`config.mk`:
```
export PLATFORM = sky130hd
export DESIGN_NAME = cfg_timeout_monitor
export DESIGN_NICKNAME = d
export VERILOG_FILES = /design/src/rtl/cfg_timeout_monitor.sv
export SDC_FILE = /design/constraint.sdc
export NUM_CORES = 1
export LEC_CHECK = 0
export ABC_AREA = 1
export BUFFER_PORTS_ARGS = -buffer_cell sky130_fd_sc_hd__buf_2
export CELL_PAD_IN_SITES_DETAIL_PLACEMENT = 0
export CELL_PAD_IN_SITES_GLOBAL_PLACEMENT = 1
export CORE_MARGIN = 2
export CORE_UTILIZATION = 30
export DETAILED_ROUTE_END_ITERATION = 10
export GPL_TIMING_DRIVEN = 0
export PLACE_DENSITY = 0.74
export SYNTH_ARGS = -nofsm -noshare
export SYNTH_HDL_FRONTEND = slang
export SYNTH_SLANG_ARGS = --single-unit
```
`constraint.sdc`:
```
create_clock -name clk_i -period 1.8 [get_ports clk_i]
set_input_delay 0.36 -clock clk_i [delete_from_list [all_inputs] [get_ports clk_i]]
set_output_delay 0.36 -clock clk_i [all_outputs]
set_load 0.05 [all_outputs]
```
`src/rtl/cfg_timeout_monitor.sv`:
```
// Single-outstanding Avalon-MM config pass-through with a per-command watchdog.
// A device that never completes is cut off with an all-ones SLVERR completion and a timeout_o pulse.
module cfg_timeout_monitor #(
    parameter int ADDR_WIDTH = 32,
    parameter int DATA_WIDTH = 32,
    parameter int REG_WIDTH  = 32,
    parameter int CNT_WIDTH  = 16
) (
    input  logic                    clk_i,
    input  logic                    rstn_i,
    input  logic [REG_WIDTH-1:0]    timeout_reg_i,
    input  logic [ADDR_WIDTH-1:0]   h_address_i,
    input  logic [DATA_WIDTH-1:0]   h_writedata_i,
    input  logic [DATA_WIDTH/8-1:0] h_byteenable_i,
    input  logic                    h_read_i,
    input  logic                    h_write_i,
    output logic                    h_waitrequest_o,
    output logic [DATA_WIDTH-1:0]   h_readdata_o,
    output logic                    h_readdatavalid_o,
    output logic [1:0]              h_response_o,
    output logic [ADDR_WIDTH-1:0]   d_address_o,
    output logic [DATA_WIDTH-1:0]   d_writedata_o,
    output logic [DATA_WIDTH/8-1:0] d_byteenable_o,
    output logic                    d_read_o,
    output logic                    d_write_o,
    input  logic                    d_waitrequest_i,
    input  logic                    d_readdatavalid_i,
    input  logic [DATA_WIDTH-1:0]   d_readdata_i,
    input  logic [1:0]              d_response_i,
    output logic                    timeout_o,
    output logic [CNT_WIDTH-1:0]    timeout_cnt_o,
    output logic                    busy_o,
    output logic [2:0]              dbg_state_o
);

    localparam logic [2:0] S_IDLE   = 3'd0;
    localparam logic [2:0] S_CMD    = 3'd1;
    localparam logic [2:0] S_RDWAIT = 3'd2;
    localparam logic [2:0] S_RESP   = 3'd3;
    localparam logic [2:0] S_DRAIN  = 3'd4;

    localparam logic [1:0] RESP_OKAY   = 2'b00;
    localparam logic [1:0] RESP_SLVERR = 2'b10;

    logic [2:0]              state_q, state_d;
    logic [ADDR_WIDTH-1:0]   addr_q, addr_d;
    logic [DATA_WIDTH-1:0]   wdata_q, wdata_d;
    logic [DATA_WIDTH/8-1:0] be_q, be_d;
    logic                    is_write_q, is_write_d;
    logic [REG_WIDTH-1:0]    n_q, n_d;
    logic [REG_WIDTH-1:0]    cnt_q, cnt_d;
    logic [DATA_WIDTH-1:0]   rdata_q, rdata_d;
    logic [1:0]              resp_q, resp_d;
    logic                    drain_q, drain_d;
    logic                    timeout_q, timeout_d;
    logic [CNT_WIDTH-1:0]    tcnt_q, tcnt_d;
    logic [DATA_WIDTH-1:0]   h_rdata_q, h_rdata_d;
    logic [1:0]              h_resp_q, h_resp_d;
    logic                    h_rdv_q, h_rdv_d;

    logic                    expire;
    logic                    do_abort;
    logic [REG_WIDTH-1:0]    cnt_dec;

    // A count of 0 means the watchdog is disabled; it never decrements and never reaches 1.
    assign expire  = (cnt_q == REG_WIDTH'(1));
    assign cnt_dec = (cnt_q != '0) ? (cnt_q - REG_WIDTH'(1)) : cnt_q;

    // Handshakes: the host command is taken whenever a strobe is high in IDLE and is completed
    // by h_waitrequest_o low for the single RESP cycle; the device strobe is held through CMD
    // until d_waitrequest_i is low, and read data is qualified by d_readdatavalid_i alone.
    always_comb begin
        state_d    = state_q;
        addr_d     = addr_q;
        wdata_d    = wdata_q;
        be_d       = be_q;
        is_write_d = is_write_q;
        n_d        = n_q;
        cnt_d      = cnt_q;
        rdata_d    = rdata_q;
        resp_d     = resp_q;
        drain_d    = drain_q;
        timeout_d  = 1'b0;
        tcnt_d     = tcnt_q;
        h_rdata_d  = h_rdata_q;
        h_resp_d   = h_resp_q;
        h_rdv_d    = 1'b0;
        do_abort   = 1'b0;

        case (state_q)
            S_IDLE: begin
                if (h_write_i || h_read_i) begin
                    addr_d     = h_address_i;
                    wdata_d    = h_writedata_i;
                    be_d       = h_byteenable_i;
                    is_write_d = h_write_i;
                    n_d        = timeout_reg_i;
                    cnt_d      = timeout_reg_i;
                    drain_d    = 1'b0;
                    state_d    = S_CMD;
                end
            end
            S_CMD: begin
                cnt_d = cnt_dec;
                if (!d_waitrequest_i && is_write_q) begin
                    resp_d  = RESP_OKAY;
                    state_d = S_RESP;
                end else if (expire) begin
                    // A read accepted in the expiry cycle still owes us a data beat.
                    do_abort = 1'b1;
                    drain_d  = !d_waitrequest_i;
                end else if (!d_waitrequest_i) begin
                    state_d = S_RDWAIT;
                end
            end
            S_RDWAIT: begin
                cnt_d = cnt_dec;
                if (d_readdatavalid_i) begin
                    rdata_d = d_readdata_i;
                    resp_d  = d_response_i;
                    state_d = S_RESP;
                end else if (expire) begin
                    do_abort = 1'b1;
                    drain_d  = 1'b1;
                end
            end
            S_RESP: begin
                h_rdv_d  = !is_write_q;
                h_resp_d = resp_q;
                if (!is_write_q) begin
                    h_rdata_d = rdata_q;
                end
                cnt_d   = n_q;
                state_d = drain_q ? S_DRAIN : S_IDLE;
            end
            S_DRAIN: begin
                // The late beat is swallowed; a second expiry here is silent.
                if (d_readdatavalid_i || expire) begin
                    state_d = S_IDLE;
                end else begin
                    cnt_d = cnt_dec;
                end
            end
            default: state_d = S_IDLE;
        endcase

        if (do_abort) begin
            rdata_d   = '1;
            resp_d    = RESP_SLVERR;
            timeout_d = 1'b1;
            tcnt_d    = (tcnt_q == '1) ? tcnt_q : (tcnt_q + CNT_WIDTH'(1));
            state_d   = S_RESP;
        end
    end

    always_ff @(posedge clk_i or negedge rstn_i) begin
        if (!rstn_i) begin
            state_q    <= S_IDLE;
            addr_q     <= '0;
            wdata_q    <= '0;
            be_q       <= '0;
            is_write_q <= 1'b0;
            n_q        <= '0;
            cnt_q      <= '0;
            rdata_q    <= '0;
            resp_q     <= '0;
            drain_q    <= 1'b0;
            timeout_q  <= 1'b0;
            tcnt_q     <= '0;
            h_rdata_q  <= '0;
            h_resp_q   <= '0;
            h_rdv_q    <= 1'b0;
        end else begin
            state_q    <= state_d;
            addr_q     <= addr_d;
            wdata_q    <= wdata_d;
            be_q       <= be_d;
            is_write_q <= is_write_d;
            n_q        <= n_d;
            cnt_q      <= cnt_d;
            rdata_q    <= rdata_d;
            resp_q     <= resp_d;
            drain_q    <= drain_d;
            timeout_q  <= timeout_d;
            tcnt_q     <= tcnt_d;
            h_rdata_q  <= h_rdata_d;
            h_resp_q   <= h_resp_d;
            h_rdv_q    <= h_rdv_d;
        end
    end

    assign h_waitrequest_o   = (state_q != S_RESP);
    assign h_readdata_o      = h_rdata_q;
    assign h_readdatavalid_o = h_rdv_q;
    assign h_response_o      = h_resp_q;
    assign d_address_o       = addr_q;
    assign d_writedata_o     = wdata_q;
    assign d_byteenable_o    = be_q;
    assign d_read_o          = (state_q == S_CMD) && !is_write_q;
    assign d_write_o         = (state_q == S_CMD) && is_write_q;
    assign timeout_o         = timeout_q;
    assign timeout_cnt_o     = tcnt_q;
    assign busy_o            = (state_q != S_IDLE);
    assign dbg_state_o       = state_q;

endmodule

```
### Yosys cells after proc, flatten, opt, wreduce, memory -nomap -nowiden

Index checks and enable logic that the tools add are counted.

* bitwise operators: 2
* equal/unequal tests: 19
* add/subtract/negate cells: 2
* reductions and logical operators: 24
* mux-type cells: 32

Operator list (count)
* 2-to-1 mux 32 bit: 6
* case mux 32 bit (4 select lines): 1
* == test 32 x 1 -> 1 bit (second input constant): 1
* nonzero test 32 bit: 1
* subtractor 32 x 1 -> 32 bit (second input constant): 1
* 2-to-1 mux 3 bit: 8
* adder 16 x 1 -> 16 bit (second input constant): 1
* == test 16 bit (second input constant): 1
* case mux 3 bit (5 select lines): 1
* inequality test 2 bit (second input constant): 6
* inequality test 3 bit (second input constant): 4
* 2-to-1 mux 1 bit: 10
* nonzero test 3 bit: 3
* inequality test 4 bit (second input constant): 2
* AND reduction 2 bit: 4
* == test 3 x 2 -> 1 bit (second input constant): 2
* 2-to-1 mux 2 bit: 3
* AND reduction 3 bit: 2
* AND reduction 6 bit: 1
* AND reduction 5 bit: 1
* case mux 2 bit (2 select lines): 1
* nonzero test 2 bit: 2
* nonzero test 4 bit: 1
* == test 3 x 1 -> 1 bit (second input constant): 1
* 10 further kinds: 15

* bits of input ports: 140
* flip-flop bits (word level): 223
* output and inout bits: 127

### Depth between registers and ports, before layout

* depth in word-level cells: 6
* gate-level depth with buffers: 13

### Worst setup path after synthesis

Ideal clock, no wire load.

* path type: register -> register
* start: register state_q[0], in the netlist dbg_state_o[0]
* end: register wdata_q[31], in the netlist d_writedata_o[31]
* cell stages (with the launch flop): 8
* slack: -0.408 ns
* path buffers: 2
* data arrival time: 2.143 ns
* library setup time: 0.066 ns
* cell sequence: dfrtp_1 -> nor2_1 -> nand2_1 -> a21oi_1 -> clkbuf_1 -> clkbuf_1 -> nand2_1 -> nand2_1

* cells in the longest elaborated chain, start to end: 2

RTL lines
* start: declaration: line 45 `logic [2:0] state_q, state_d;`
* start signal: assignment: line 174 `state_q <= state_d;`
* zero test 3 bit: line 90 `case (state_q)`
* AND reduction 2 bit (no line)
* end signal: assignment: line 176 `wdata_q <= wdata_d;`
* end: declaration: line 47 `logic [DATA_WIDTH-1:0] wdata_q, wdata_d;`

Every way passes these cells.
A chain may end at the register's enable or synchronous reset.

### Final worst setup path

* start: register state_q[1], in the netlist dbg_state_o[1]
* end: output port d_read_o

* cells in the longest elaborated chain, start to end: 2

RTL lines
* == test 3 x 1 -> 1 bit: line 199 `assign d_read_o = (state_q == S_CMD) && !is_write_q;`
* logical AND 1 bit: line 199
* end: declaration: line 24 `output logic d_read_o,`

Every way passes these cells.

==> flow_metrics.env <==
export IMPL_die_y_um=194
export IMPL_p_leak_nw=8.19
export IMPL_worst_pin_slew_ps=643
export IMPL_worstSetupEndpoint="d_read_o"
export IMPL_ys_warn_count=0
export IMPL_grt_pass1_vias=10516
export IMPL_num_io_pins=267
export IMPL_antenna_left=0
export IMPL_critPathArrivalTime_ps=1570
export IMPL_cellPowerDensity_nw_per_um2=2020
export IMPL_clock_sinks=223
export IMPL_grt_pass1_wl_um=57200
export IMPL_vias=10622
export IMPL_instances_no_fill=2321
export IMPL_critical_path_class="register to output port"
export IMPL_cts_buffers=27
export IMPL_drc=0
export IMPL_clock_latency_ps=550
export IMPL_dp_hpwl_um=25800
export IMPL_reg2reg_depth=13
export IMPL_slew_viol_final=0
export IMPL_placed_cells=2183
export IMPL_synth_seq_cells=223
export IMPL_hold_viol_final=0
export IMPL_cts_root_buffer="clkbuf_16"
export IMPL_grt_total_usage_pct=18.9
export IMPL_path_cells="inv_4 > nand3_4 > inv_2 > nand2_2 > inv_2 > buf_8"
export IMPL_status="complete, but fails checks"
export IMPL_required_ps=1440
export IMPL_cts_tree="done"
export IMPL_totalWireLength_um=36800
export IMPL_place_congestion=0.882
export IMPL_core_um2=35500
export IMPL_initial_utilization_pct=30.4
export IMPL_final_common_cell="nand2_1"
export IMPL_grt_antenna_before_repair=7
export IMPL_grt_setup_unrepaired="true"
export IMPL_fin_crit_sh_pct=107
export IMPL_crit_path_start="dbg_state_o[1]"
export IMPL_slew_headroom_pct=57.1
export IMPL_dpl_cell_area_um2=12800
export IMPL_ys_seq_area_share_pct=51.7
export IMPL_fin_ws_ps=-125
export IMPL_ir_worst_vdd_v=0.00134
export IMPL_hold_ws_ps=16.4
export IMPL_slowest_stage="dfrtp_2"
export IMPL_portBuffers=266
export IMPL_netlist_area_leader_share_pct=51.7
export IMPL_drive_above_1_share_pct=34.7
export IMPL_dr_pass1_iters=5
export IMPL_cts_buffer_depth=3
export IMPL_cp_max_fo=5
export IMPL_synth_area_leaders="dfrtp_1 52%, nand2_1 23%, nand3_1 5.3%, o21ai_0 4.8%, inv_1 4.6%"
export IMPL_crit_path_end_kind="output port"
export IMPL_critical_path_startpoint_type="register"
export IMPL_cpMostUsedCell="inv_2"
export IMPL_layout_nets=1979
export IMPL_drt_iter0_drc=610
export IMPL_fp_row_count=69
export IMPL_grt_max_degree=115
export IMPL_dieArea_um2=37500
export IMPL_yosys_area_top_type="dfrtp_1"
export IMPL_async_reset_ff_share_pct=100
export IMPL_h_tree_depth=1
export IMPL_layout_min_cycle_time_ps=1930
export IMPL_die_x_um=194
export IMPL_wl_per_cell_um=15.9
export IMPL_r2r_setup_slack_ps=-60
export IMPL_pre_cts_ws_ps=-564
export IMPL_syn_num_nets=1597
export IMPL_synth_edff_count=0
export IMPL_areaGrowthSynthToFinish_pct=42.8
export IMPL_final_area_um2=15400
export IMPL_r2r_end="cnt_q[15]"
export IMPL_most_common_layout_cells="605 x nand2_1, 277 x buf_2, 198 x dfrtp_1"
export IMPL_grt_overflow=0
export IMPL_post_drt_via_cell_ratio=4.58
export IMPL_skew_ps=14.4
export IMPL_hp_class="input port to register"
export IMPL_drv_cap=0
export IMPL_reg2reg_from="cnt_q[0]"
export IMPL_clk_pin_slew_ps=60
export IMPL_violations="negative setup slack"
export IMPL_synthCells=1454
export IMPL_synth_cell_types=36
export IMPL_synthesis_area_um2=10800
export IMPL_avgSynthCellArea_um2=7.43
export IMPL_max_freq_ghz=0.519
export IMPL_critPathMaxStageDelay_ps=450
export IMPL_finalSetupViolations=34
export IMPL_ys_flop_type="dfrtp_1"
## power by group
group,internal (mW),leakage [nW],total (mW),switching (mW)
Combinational,5.14,5.05,16.6,11.4
Sequential,7.36,2.68,8.92,1.55
Clock,3.50,0.467,5.75,2.25
Total,16.0,8.19,31.2,15.2
## registers in the layout (all words and copies together) (netlist names), 3 cells and up
| name | cells |
|---|---|
| h_readdata_o | 32 |
| d_address_o | 32 |
| cnt_q | 32 |
| d_writedata_o | 32 |
| n_q | 32 |
| timeout_cnt_o | 16 |
| rdata_q | 32 |
| dbg_state_o | 3 |
| d_byteenable_o | 4 |
## per-stage QoR
stage	setup TNS (ps)	total power, mW	utilization, %
after floorplan	-708	19.0	-
after global placement	-908610	22.8	36.0
after detailed placement	-64990	23.0	36.2
after CTS	-4610	30.0	40.9
after global routing	-4750	33.4	43.5
final	-1230	31.2	43.5
## Yosys cell counts, types with 2 or more instances
| cell type | instances |
|---|---|
| nand3_1 | 114 |
| a21oi_1 | 2 |
| nand2_2 | 6 |
| buf_6 | 3 |
| o21bai_1 | 7 |
| nor2_1 | 81 |
| buf_2 | 19 |
| or2_2 | 2 |
| o21ai_0 | 104 |
| nand2_4 | 3 |
| ha_1 | 3 |
| inv_1 | 131 |
| buf_4 | 4 |
| nand4_1 | 11 |
| nand2_1 | 674 |
| inv_2 | 4 |
| xor2_1 | 5 |
| nor2_2 | 3 |
| nor3_1 | 6 |
| nand3_2 | 2 |
| dfrtp_1 | 223 |
| clkbuf_1 | 29 |
| nor2_4 | 2 |
| xnor2_1 | 4 |
## worst max-delay path: cells and delay by family (launching register included)
kind	cells	cell delay, ps
and+or+nand+nor	2	180
buffers and inverters	4	390
DFF	1	450
## timing repair
item                                   4_1_cts  5_1_grt
pin swaps                                    8       56
endpoints found under the hold margin      118        0
hold buffers                                 6        0
gates cloned                                 3        4
setup endpoints to repair                  189      209
setup buffers                               42       31
gates resized for setup                    107      223
## cells by family (layout without fill, tap and decap cells)
| logic type | Yosys count | after routing | share of synthesized area (%) |
|---|---|---|---|
| AOI/OAI and AO/OA | 118 | 118 | 5.83 |
| xor gates and xnor gates | 9 | 9 | 0.730 |
| adders and majority gates | 3 | 3 | 0.348 |
| buffers and inverters | 193 | 595 | 7.30 |
| DFF | 223 | 223 | 51.7 |
| other | 0 | 3 | 0 |
| and+or+nand+nor | 908 | 909 | 34.1 |
## worst min-delay path by stage
stage,cells past startpoint,to,slack (ps),from
after floorplan,0,cnt_q[0],60,rstn_i
final,3,d_writedata_o[18],20,h_writedata_i[18]
after global placement,2,d_writedata_o[22],450,d_writedata_o[22]
after detailed placement,2,d_address_o[12],450,d_address_o[12]
after CTS,3,d_address_o[3],2,h_address_i[3]
after global routing,3,d_address_o[15],6,h_address_i[15]
## layout make-up
| class | instances | area (um^2) |
|---|---|---|
| clock buffer | 35 | 746 |
| timing repair buffer | 352 | 2220 |
| fill | 3649 | 20100 |
| tap | 461 | 577 |
| clock inverter | 15 | 186 |
| multi-input combinational | 1039 | 5130 |
| inverter | 137 | 539 |
| buffer | 56 | 403 |
| antenna | 3 | 7.51 |
| sequential | 223 | 5610 |
## metal layers
layer | wire, um | part of all wire [%] | GRT usage, % | vias to the layer above
met5 | 32 | 0.087 | 0 | -
met1 | 15400 | 42 | 23.2 | 4998
met4 | 881 | 2.4 | 4.66 | 6
met3 | 2180 | 5.9 | 4.21 | 64
met2 | 18400 | 50 | 33.6 | 262
li1 | - | - | - | 5292
No activity file was read; power rests on OpenSTA's default activity.
